**config.mk**
```make
export PLATFORM = sky130hd
export DESIGN_NAME = l2_cache_control_nway_flat
export DESIGN_NICKNAME = d
export VERILOG_FILES = /design/src/rtl/l2_cache_control_nway_if.sv /design/src/rtl/l2_cache_control_nway.sv /design/src/flat_wrapper.sv
export SDC_FILE = /design/constraint.sdc
export NUM_CORES = 1
export LEC_CHECK = 0
export CORE_MARGIN = 2
export CORE_UTILIZATION = 40
export DETAILED_ROUTE_END_ITERATION = 10
export PLACE_DENSITY = 0.85
export SLEW_MARGIN = 15
export SYNTH_ARGS = -nofsm -noshare
export SYNTH_HDL_FRONTEND = slang
export SYNTH_SLANG_ARGS = --single-unit
```
**constraint.sdc**
```tcl
create_clock -name clk -period 4.1 [get_ports clk]
set_clock_uncertainty 0.2 [all_clocks]
set_input_delay 0.615 -clock clk [delete_from_list [all_inputs] [get_ports clk]]
set_output_delay 0.615 -clock clk [all_outputs]
set_load 0.02 [all_outputs]
```
**src/rtl/l2_cache_control_nway_if.sv**
```systemverilog
// Control interface of the N-way L2 cache controller.
// Groups the upstream handshake (mem_*), the physical memory handshake (pmem_*),
// the per-set array status inputs and the array/datapath control outputs.
// Modports: master = the controller, slave = the datapath/memory side.
interface l2_cache_control_nway_if #(
  parameter int unsigned WAYS = 4,
  parameter int unsigned WIDX = $clog2(WAYS)
);
  logic              mem_read;
  logic              mem_write;
  logic              mem_resp;
  logic              pmem_resp;
  logic              pmem_read;
  logic              pmem_write;
  logic [WAYS-1:0]   way_hit;
  logic [WAYS-1:0]   valid;
  logic [WAYS-1:0]   dirty;
  logic [WAYS-2:0]   plru;
  logic [WAYS-1:0]   valid_load;
  logic [WAYS-1:0]   dirty_load;
  logic [WAYS-1:0]   tag_load;
  logic              valid_datain;
  logic              dirty_datain;
  logic              plru_load;
  logic [WAYS-2:0]   plru_datain;
  logic [WAYS-1:0]   data_write;
  logic              data_src;
  logic              mbr_load;
  logic [WIDX-1:0]   dataout_sel;
  logic              pmem_addr_sel;

  modport master (
    input  mem_read, mem_write, pmem_resp, way_hit, valid, dirty, plru,
    output mem_resp, pmem_read, pmem_write, valid_load, dirty_load, tag_load,
           valid_datain, dirty_datain, plru_load, plru_datain, data_write,
           data_src, mbr_load, dataout_sel, pmem_addr_sel
  );

  modport slave (
    output mem_read, mem_write, pmem_resp, way_hit, valid, dirty, plru,
    input  mem_resp, pmem_read, pmem_write, valid_load, dirty_load, tag_load,
           valid_datain, dirty_datain, plru_load, plru_datain, data_write,
           data_src, mbr_load, dataout_sel, pmem_addr_sel
  );
endinterface

```
**src/rtl/l2_cache_control_nway.sv**
```systemverilog
// Control FSM for an N-way set-associative, write-back, write-allocate L2 cache.
// Ports: clk, rst (async active-low), bus (l2_cache_control_nway_if.master)
// carrying the mem_*/pmem_* handshakes, per-set status inputs and array controls.
// Optional feature: define L2_PLRU_EN for tree pseudo-LRU replacement; without
// it, non-invalid victims come from a global round-robin counter.
// Outputs are combinational from state (and lookup inputs); victim is latched
// once per miss and held through WRITEBACK/FILL/INSTALL.
module l2_cache_control_nway #(
  parameter int unsigned WAYS = 4,
  parameter int unsigned WIDX = $clog2(WAYS)
) (
  input logic clk,
  input logic rst,
  l2_cache_control_nway_if.master bus
);

  localparam int unsigned NW = WIDX + 1;

  // Reject unsupported associativity at elaboration.
  if (WAYS < 2 || WAYS > 16 || (WAYS & (WAYS - 1)) != 0 || WIDX != $clog2(WAYS)) begin : g_bad_ways
    $error("l2_cache_control_nway: WAYS must be a power of two in 2..16");
  end

  typedef enum logic [2:0] {
    ST_IDLE, ST_LOOKUP, ST_WRITEBACK, ST_FILL, ST_INSTALL
  } state_e;

  state_e          state_q, state_d;
  logic [WIDX-1:0] victim_q, victim_d;
  logic            rr_pick_q, rr_pick_d;
  logic            hit, wr_only, any_invalid;
  logic [WIDX-1:0] hit_way, inv_way, repl_way, pick_way;
  logic [WAYS-1:0] victim_oh, hit_oh;

  // Lowest set bit index of a WAYS-wide vector.
  function automatic logic [WIDX-1:0] low_index(input logic [WAYS-1:0] v);
    logic [WIDX-1:0] idx;
    idx = '0;
    for (int i = int'(WAYS) - 1; i >= 0; i--) begin
      if (v[i]) idx = WIDX'(i);
    end
    return idx;
  endfunction

  // Walk the heap-ordered tree from the root; bit 0 means victim is on the left.
  function automatic logic [WIDX-1:0] plru_victim(input logic [WAYS-2:0] t);
    logic [WIDX-1:0] w;
    logic [WIDX:0]   n;
    logic            b;
    w = '0;
    n = '0;
    for (int unsigned l = 0; l < WIDX; l++) begin
      b = t[n[WIDX-1:0]];
      w = WIDX'({w, b});
      n = {n[WIDX-1:0], 1'b0} + NW'(1) + NW'(b);
    end
    return w;
  endfunction

  // Point every node on way w's path away from w.
  function automatic logic [WAYS-2:0] plru_touch(input logic [WAYS-2:0] t,
                                                 input logic [WIDX-1:0] w);
    logic [WAYS-2:0] r;
    logic [WIDX:0]   n;
    logic [WIDX-1:0] p;
    logic            b;
    r = t;
    n = '0;
    p = w;
    for (int unsigned l = 0; l < WIDX; l++) begin
      b = p[WIDX-1];
      r[n[WIDX-1:0]] = ~b;
      n = {n[WIDX-1:0], 1'b0} + NW'(1) + NW'(b);
      p = p << 1;
    end
    return r;
  endfunction

`ifdef L2_PLRU_EN
  assign repl_way = plru_victim(bus.plru);
`else
  logic [WIDX-1:0] rr_q, rr_d;
  logic            unused_plru;
  assign unused_plru = ^bus.plru;
  assign repl_way    = rr_q;
`endif

  // Victim choice: lowest invalid way first, else the replacement policy.
  assign any_invalid = ~&bus.valid;
  assign inv_way     = low_index(~bus.valid);
  assign pick_way    = any_invalid ? inv_way : repl_way;
  assign hit         = |bus.way_hit;
  assign hit_way     = low_index(bus.way_hit);
  assign hit_oh      = WAYS'(1) << hit_way;
  assign victim_oh   = WAYS'(1) << victim_q;
  assign wr_only     = bus.mem_write & ~bus.mem_read;

  // State, victim and round-robin registers.
  always_ff @(posedge clk or negedge rst) begin
    if (!rst) begin
      state_q   <= ST_IDLE;
      victim_q  <= '0;
      rr_pick_q <= 1'b0;
`ifndef L2_PLRU_EN
      rr_q      <= '0;
`endif
    end else begin
      state_q   <= state_d;
      victim_q  <= victim_d;
      rr_pick_q <= rr_pick_d;
`ifndef L2_PLRU_EN
      rr_q      <= rr_d;
`endif
    end
  end

  // Next-state and output decode.
  always_comb begin
    state_d           = state_q;
    victim_d          = victim_q;
    rr_pick_d         = rr_pick_q;
`ifndef L2_PLRU_EN
    rr_d              = rr_q;
`endif
    bus.mem_resp      = 1'b0;
    bus.pmem_read     = 1'b0;
    bus.pmem_write    = 1'b0;
    bus.valid_load    = '0;
    bus.dirty_load    = '0;
    bus.tag_load      = '0;
    bus.valid_datain  = 1'b0;
    bus.dirty_datain  = 1'b0;
    bus.plru_load     = 1'b0;
    bus.plru_datain   = '0;
    bus.data_write    = '0;
    bus.data_src      = 1'b0;
    bus.mbr_load      = 1'b0;
    bus.dataout_sel   = '0;
    bus.pmem_addr_sel = 1'b0;

    unique case (state_q)
      ST_IDLE: begin
        if (bus.mem_read || bus.mem_write) state_d = ST_LOOKUP;
      end
      ST_LOOKUP: begin
        if (!(bus.mem_read || bus.mem_write)) begin
          state_d = ST_IDLE;
        end else if (hit) begin
          bus.mem_resp    = 1'b1;
          bus.dataout_sel = hit_way;
`ifdef L2_PLRU_EN
          bus.plru_load   = 1'b1;
          bus.plru_datain = plru_touch(bus.plru, hit_way);
`endif
          if (wr_only) begin
            bus.data_write   = hit_oh;
            bus.dirty_load   = hit_oh;
            bus.dirty_datain = 1'b1;
          end
          state_d = ST_IDLE;
        end else begin
          victim_d  = pick_way;
          rr_pick_d = ~any_invalid;
          state_d   = (bus.valid[pick_way] && bus.dirty[pick_way]) ? ST_WRITEBACK : ST_FILL;
        end
      end
      ST_WRITEBACK: begin
        bus.pmem_write    = 1'b1;
        bus.pmem_addr_sel = 1'b1;
        bus.dataout_sel   = victim_q;
        if (bus.pmem_resp) begin
          bus.dirty_load = victim_oh;
          state_d        = ST_FILL;
        end
      end
      ST_FILL: begin
        bus.pmem_read = 1'b1;
        bus.mbr_load  = 1'b1;
        if (bus.pmem_resp) state_d = ST_INSTALL;
      end
      ST_INSTALL: begin
        bus.tag_load     = victim_oh;
        bus.valid_load   = victim_oh;
        bus.valid_datain = 1'b1;
        bus.dirty_load   = victim_oh;
        bus.data_write   = victim_oh;
        bus.data_src     = 1'b1;
`ifndef L2_PLRU_EN
        if (rr_pick_q) rr_d = rr_q + WIDX'(1);
`endif
        state_d = ST_LOOKUP;
      end
      default: state_d = ST_IDLE;
    endcase
  end

endmodule

```
**src/flat_wrapper.sv**
```systemverilog
// flat-port wrapper written by rule: the top's interface ports become plain ports
module l2_cache_control_nway_flat 
#(
  parameter int unsigned WAYS = 4,
  parameter int unsigned WIDX = $clog2(WAYS)
)
  (clk, rst, bus_mem_read, bus_mem_write, bus_pmem_resp, bus_way_hit, bus_valid, bus_dirty, bus_plru, bus_mem_resp, bus_pmem_read, bus_pmem_write, bus_valid_load, bus_dirty_load, bus_tag_load, bus_valid_datain, bus_dirty_datain, bus_plru_load, bus_plru_datain, bus_data_write, bus_data_src, bus_mbr_load, bus_dataout_sel, bus_pmem_addr_sel);
  l2_cache_control_nway_if #(.WAYS(WAYS), .WIDX(WIDX)) bus_i ();
  input logic clk;
  input logic rst;
  input wire logic [$bits(bus_i.mem_read)-1:0] bus_mem_read;
  input wire logic [$bits(bus_i.mem_write)-1:0] bus_mem_write;
  input wire logic [$bits(bus_i.pmem_resp)-1:0] bus_pmem_resp;
  input wire logic [$bits(bus_i.way_hit)-1:0] bus_way_hit;
  input wire logic [$bits(bus_i.valid)-1:0] bus_valid;
  input wire logic [$bits(bus_i.dirty)-1:0] bus_dirty;
  input wire logic [$bits(bus_i.plru)-1:0] bus_plru;
  output wire logic [$bits(bus_i.mem_resp)-1:0] bus_mem_resp;
  output wire logic [$bits(bus_i.pmem_read)-1:0] bus_pmem_read;
  output wire logic [$bits(bus_i.pmem_write)-1:0] bus_pmem_write;
  output wire logic [$bits(bus_i.valid_load)-1:0] bus_valid_load;
  output wire logic [$bits(bus_i.dirty_load)-1:0] bus_dirty_load;
  output wire logic [$bits(bus_i.tag_load)-1:0] bus_tag_load;
  output wire logic [$bits(bus_i.valid_datain)-1:0] bus_valid_datain;
  output wire logic [$bits(bus_i.dirty_datain)-1:0] bus_dirty_datain;
  output wire logic [$bits(bus_i.plru_load)-1:0] bus_plru_load;
  output wire logic [$bits(bus_i.plru_datain)-1:0] bus_plru_datain;
  output wire logic [$bits(bus_i.data_write)-1:0] bus_data_write;
  output wire logic [$bits(bus_i.data_src)-1:0] bus_data_src;
  output wire logic [$bits(bus_i.mbr_load)-1:0] bus_mbr_load;
  output wire logic [$bits(bus_i.dataout_sel)-1:0] bus_dataout_sel;
  output wire logic [$bits(bus_i.pmem_addr_sel)-1:0] bus_pmem_addr_sel;
  assign bus_i.mem_read = bus_mem_read;
  assign bus_i.mem_write = bus_mem_write;
  assign bus_i.pmem_resp = bus_pmem_resp;
  assign bus_i.way_hit = bus_way_hit;
  assign bus_i.valid = bus_valid;
  assign bus_i.dirty = bus_dirty;
  assign bus_i.plru = bus_plru;
  assign bus_mem_resp = bus_i.mem_resp;
  assign bus_pmem_read = bus_i.pmem_read;
  assign bus_pmem_write = bus_i.pmem_write;
  assign bus_valid_load = bus_i.valid_load;
  assign bus_dirty_load = bus_i.dirty_load;
  assign bus_tag_load = bus_i.tag_load;
  assign bus_valid_datain = bus_i.valid_datain;
  assign bus_dirty_datain = bus_i.dirty_datain;
  assign bus_plru_load = bus_i.plru_load;
  assign bus_plru_datain = bus_i.plru_datain;
  assign bus_data_write = bus_i.data_write;
  assign bus_data_src = bus_i.data_src;
  assign bus_mbr_load = bus_i.mbr_load;
  assign bus_dataout_sel = bus_i.dataout_sel;
  assign bus_pmem_addr_sel = bus_i.pmem_addr_sel;
  l2_cache_control_nway #(.WAYS(WAYS), .WIDX(WIDX)) u_core (.clk(clk), .rst(rst), .bus(bus_i));
endmodule
```
Yosys cells after proc, flatten, opt, wreduce, memory -nomap -nowiden
Index checks and enable logic that the tools add are counted.
- register bits after elaboration: 8
- logic and storage cells: 67
- output and inout bits: 30
- bitwise operators: 4
- add/subtract/negate cells: 1
- reductions and logical operators: 8
- $lt $le $gt $ge: 1
- eq/ne operators: 7
- shift operators: 2
- muxes and demuxes: 40
- operators by type and width (operator ; count):
    two-way mux 2 bit ; 11
    two-way mux 4 bit ; 5
    two-way mux 3 bit ; 5
    one-hot mux 3 bit (5 select lines) ; 1
    two-way mux 1 bit ; 13
    one-hot mux 4 bit (3 select lines) ; 1
    one-hot mux 4 bit (2 select lines) ; 1
    << shifter 1 x 2 -> 4 bit (first input constant) ; 2
    == test 3 x 2 -> 1 bit (second input constant) ; 2
    AND reduction 3 bit ; 2
    binary-select mux 1 bit (select 2 bit) ; 2
    != test 2 bit (second input constant) ; 2
    NOT 4 bit ; 1
    one-hot mux 2 bit (2 select lines) ; 1
    AND reduction 4 bit ; 1
    OR reduction 4 bit ; 1
    == test 3 x 1 -> 1 bit (second input constant) ; 1
    == test 3 bit (second input constant) ; 1
    logical NOT 3 bit ; 1
    < comparator 2 x 3 -> 1 bit (second input constant) ; 1
    adder 2 x 1 -> 2 bit (second input constant) ; 1
    != test 2 x 1 -> 1 bit (second input constant) ; 1
    NOT 1 bit ; 2
    AND reduction 2 bit ; 1
    other kinds (3) ; 3

Logic depth before layout (Yosys ltp)
- word-level depth: 13
- depth in mapped cells: 6
- depth with buffers taken out: 4

Worst setup path after synthesis
No wires, ideal clock.
- path type: reg2out
- from: register u_core.state_q[1]
- to: output port bus_data_write[0]
- slack: 1448 ps
- arrival: 1837 ps
- required time: 3285 ps
- cell stages (with the launch flop): 6
- cells stage by stage: dfrtp_1 -> buf_6 -> or3b_1 -> buf_6 -> nor3_1 -> nand2b_1
- longest elaborated chain between the ends: 2
- elaborated cells between the ends (all ways): 3
- RTL lines (what ; line ; text):
    from (decl) ; l2_cache_control_nway.sv:28 ; state_e state_q, state_d;
    from (signal assigned) ; l2_cache_control_nway.sv:108 ; state_q <= state_d;
    == test 3 bit / == test 3 x 1 -> 1 bit (equally long branches) ; l2_cache_control_nway.sv:141 ; unique case (state_q)
    one-hot mux 4 bit (2 select lines) * ; l2_cache_control_nway.sv:141 ;
    to (decl) ; flat_wrapper.sv:28 ; output wire logic [$bits(bus_i.data_write)-1:0] bus_data_write;
Mark *: on every way between the ends. The rest lies on a longest branch, timed or not.

Final worst setup path
- from: input port bus_mem_write
- to: output port bus_dirty_load[3]
- longest elaborated chain between the ends: 5
- elaborated cells between the ends (all ways): 6
- RTL lines (what ; line ; text):
    from (decl) ; flat_wrapper.sv:12 ; input wire logic [$bits(bus_i.mem_write)-1:0] bus_mem_write;
    bitwise AND 1 bit ; l2_cache_control_nway.sv:96 ; assign wr_only = bus.mem_write & ~bus.mem_read;
    two-way mux 4 bit ; l2_cache_control_nway.sv:155 ; if (wr_only) begin
    two-way mux 4 bit ; l2_cache_control_nway.sv:148 ; end else if (hit) begin
    two-way mux 4 bit * ; l2_cache_control_nway.sv:146 ; if (!(bus.mem_read || bus.mem_write)) begin
    one-hot mux 4 bit (3 select lines) * ; l2_cache_control_nway.sv:141 ;
    to (decl) ; flat_wrapper.sv:22 ; output wire logic [$bits(bus_i.dirty_load)-1:0] bus_dirty_load;
Marks and branches as above.

==> results.cfg <==
[global_route]
grt_usage_pct = 18.1
grt_pass1_vias = 801
gr-total-overflow = 0
grt_max_degree = 12
grt_pass1_wl_um = 3510
antenna_found_initial = 0

[placed_design]
detailed_place_hpwl_um = 1740
io_buffer_count = 42
placed_cells = 158
gp_congestion = 0.768

[drt]
routed_wl_um = 2190
wl_per_cell_um = 13.6
dr_total_vias = 857
drtIter0Drc = 14
drc = 0
postRouteAntennaNets = 0
viasPerCell = 5.32
first_pass_iters = 6

[setup_path]
crit_top_cell = clkdlybuf4s50_1
arrival_ns = 2.38
worstSetupStartpointType = primary input
worst_path_largest_cell_delay_ns = 0.62
crit_family = buffers and inverters
critPathKind = in -> out
required_ns = 3.28
endpoint_kind = output port
path_max_fanout = 6
cp_cell_sequence = clkdlybuf4s50_1 -> and3_1 -> a31o_2 -> o21bai_1 -> clkdlybuf4s50_1
path_buf_inv = 2
cpMaxStageDelayCell = clkdlybuf4s50_1

[cells_and_area]
fillCellCount = 174
regArea_sq_um = 200
multi_input_area_sq_um = 524
antenna-diode-count = 0
drive_gt1_share_pct = 12.7
fin_cells = 161
fin_nets = 156
syn_to_final_growth_pct = 44.4

[sta]
post-route-period-util_pct = 78.0
slew_viol_final = 0
max_freq_ghz = 0.313
setup_viol = 0
setup_tns_ns = 0
hold_viol = 0
rsz0062_at_grt = no
fin_crit_ns = 3.20

[floorplan]
die_y_um = 49.9
die_width_um = 49.9
die-area_sq_um = 2490
rows = 16
io_pins = 50
start_util_pct = 42.5
core_area_sq_um = 1980

[cts]
cts_hold_buffers = 0
cts.sinks = 8
cts-resized-gates = 0
ctsHtreeMaxLevel = 1
cts_tree = done
path_clk_slew_ns = 0.06
clk_latency_ns = 0.25
clockBufferDepth = 2
numCtsBuffers = 3
cts_setup_buffers = 0
cts_root_buffer = clkbuf_4

[worst_hold_path]
hp-class = reg -> reg

[logic_synthesis]
synthArstFlopShare_pct = 100
synth_edf_count = 0
seq_area_frac_synth_pct = 23.8
syn-mean-instance-area_sq_um = 8.34
yosys.area.top_type = dfrtp_1
yosysWarnings = 0
synth_ff_type = dfrtp_1
netlist_instances = 101
synthTopCellsByArea = dfrtp_1 24%, buf_4 9.8%, nand2_1 6.7%
synth-seq-cells = 8
netlist_area_sq_um = 842
synth.distinct_cells = 43
synth_top_area_share_pct = 23.8

[power_and_ir_drop]
switchingPower_mw = 0.174
p_clk_share_pct = 15.2
p_leak_nw = 0.487
p_comb_share_pct = 51.5
seq_power_share_pct = 33.3
swShare_pct = 42.4
vdd_drop_max_mv = 0.229
internal_power_mw = 0.236
power_density_nw_per_um2 = 337

[outcome]
outcome = completed

[job]
cap_violations = 0
placed cells by master, fill, tap and decap left out, types with 3 or more instances in the layout:
master and n:
nand2_1 15, dfrtp_1 8, mux2_2 3, nor2_1 5, nor2b_1 3, clkbuf_4 3
clkdlybuf4s50_1 42, inv_1 3, conb_1 4, nand3_1 3, o21ai_0 6
registers in the layout, indices dropped and copies added, names as in the netlist:
| name | cells |
|---|---|
| u_core.repl_way | 2 |
| u_core.victim_q | 2 |
| u_core.rr_pick_q | 1 |
| u_core.state_q | 3 |
per-layer routing:
layer / GRT usage, % / wire length (um) / vias up
li1: - / - / 410
met1: 19.5 / 873 / 399
met2: 35.1 / 1120 / 42
met3: 2.12 / 148 / 6
met4: 6.94 / 40 / 0
met5: 0 / 0 / -
kinds of logic (layout without fill, tap and decap cells):
| family | count (synthesis) | after routing | share of synthesized area (%) |
|---|---|---|---|
| XOR/XNOR | 2 | 2 | 2.08 |
| multiplexers | 3 | 3 | 4.01 |
| AO/OA/AOI/OAI | 23 | 23 | 21.8 |
| flip-flops | 8 | 8 | 23.8 |
| buffers and inverters | 19 | 49 | 15.3 |
| other | 1 | 4 | 0.445 |
| AND/OR/NAND/NOR | 45 | 45 | 32.5 |
cell type report:
| type | count | share of cell area [%] |
|---|---|---|
| clock buffers | 3 | 1.85 |
| inverters | 4 | 1.23 |
| multi-input cells | 77 | 43.1 |
| flip-flops and latches | 8 | 16.5 |
| well taps | 27 | 2.78 |
| repair buffers | 42 | 34.6 |
Yosys cell counts, drive strengths merged, types with 3 or more instances:
master / n
nand2: 15
nand3: 4
nor2b: 3
buf: 14
a31o: 3
inv: 4
mux2: 3
o21ai: 6
nor2: 6
dfrtp: 8
nor4: 3
metrics by stage:
stage	setup WS, ns	hold WS [ns]	power, mW	utilization [%]	area, sq um
6_report	0.903	0.304	0.410	61.4	1220
2_1_floorplan	1.45	0.119	0.273	-	853
3_3_place_gp	0.923	0.284	0.340	60.2	1190
3_5_place_dp	0.897	0.290	0.346	60.2	1190
5_1_grt	0.800	0.318	0.436	61.4	1220
4_1_cts	0.895	0.301	0.408	61.4	1220
power by group through the flow:
stage	clock network [mW]	registers, mW	logic, mW
after floorplan	0	0.118	0.155
after global placement	0	0.134	0.206
after detailed placement	0	0.135	0.211
after CTS	0.0621	0.134	0.212
after global routing	0.0665	0.141	0.229
final	0.0623	0.136	0.211
final timing paths:
path	start	to	slack (ns)	cells past startpoint
max	bus_mem_write	bus_dirty_load[3]	0.90	5
min	u_core.repl_way[1]	u_core.repl_way[1]	0.30	1
max reg2reg	u_core.state_q[1]	u_core.state_q[0]	2.36	4
min reg2reg	u_core.repl_way[1]	u_core.repl_way[1]	0.30	1
max in group asynchronous	rst	u_core.victim_q[0]	3.02	1
min in group asynchronous	rst	u_core.rr_pick_q	0.43	1
Note: power is estimated with default switching activity, not from simulation.
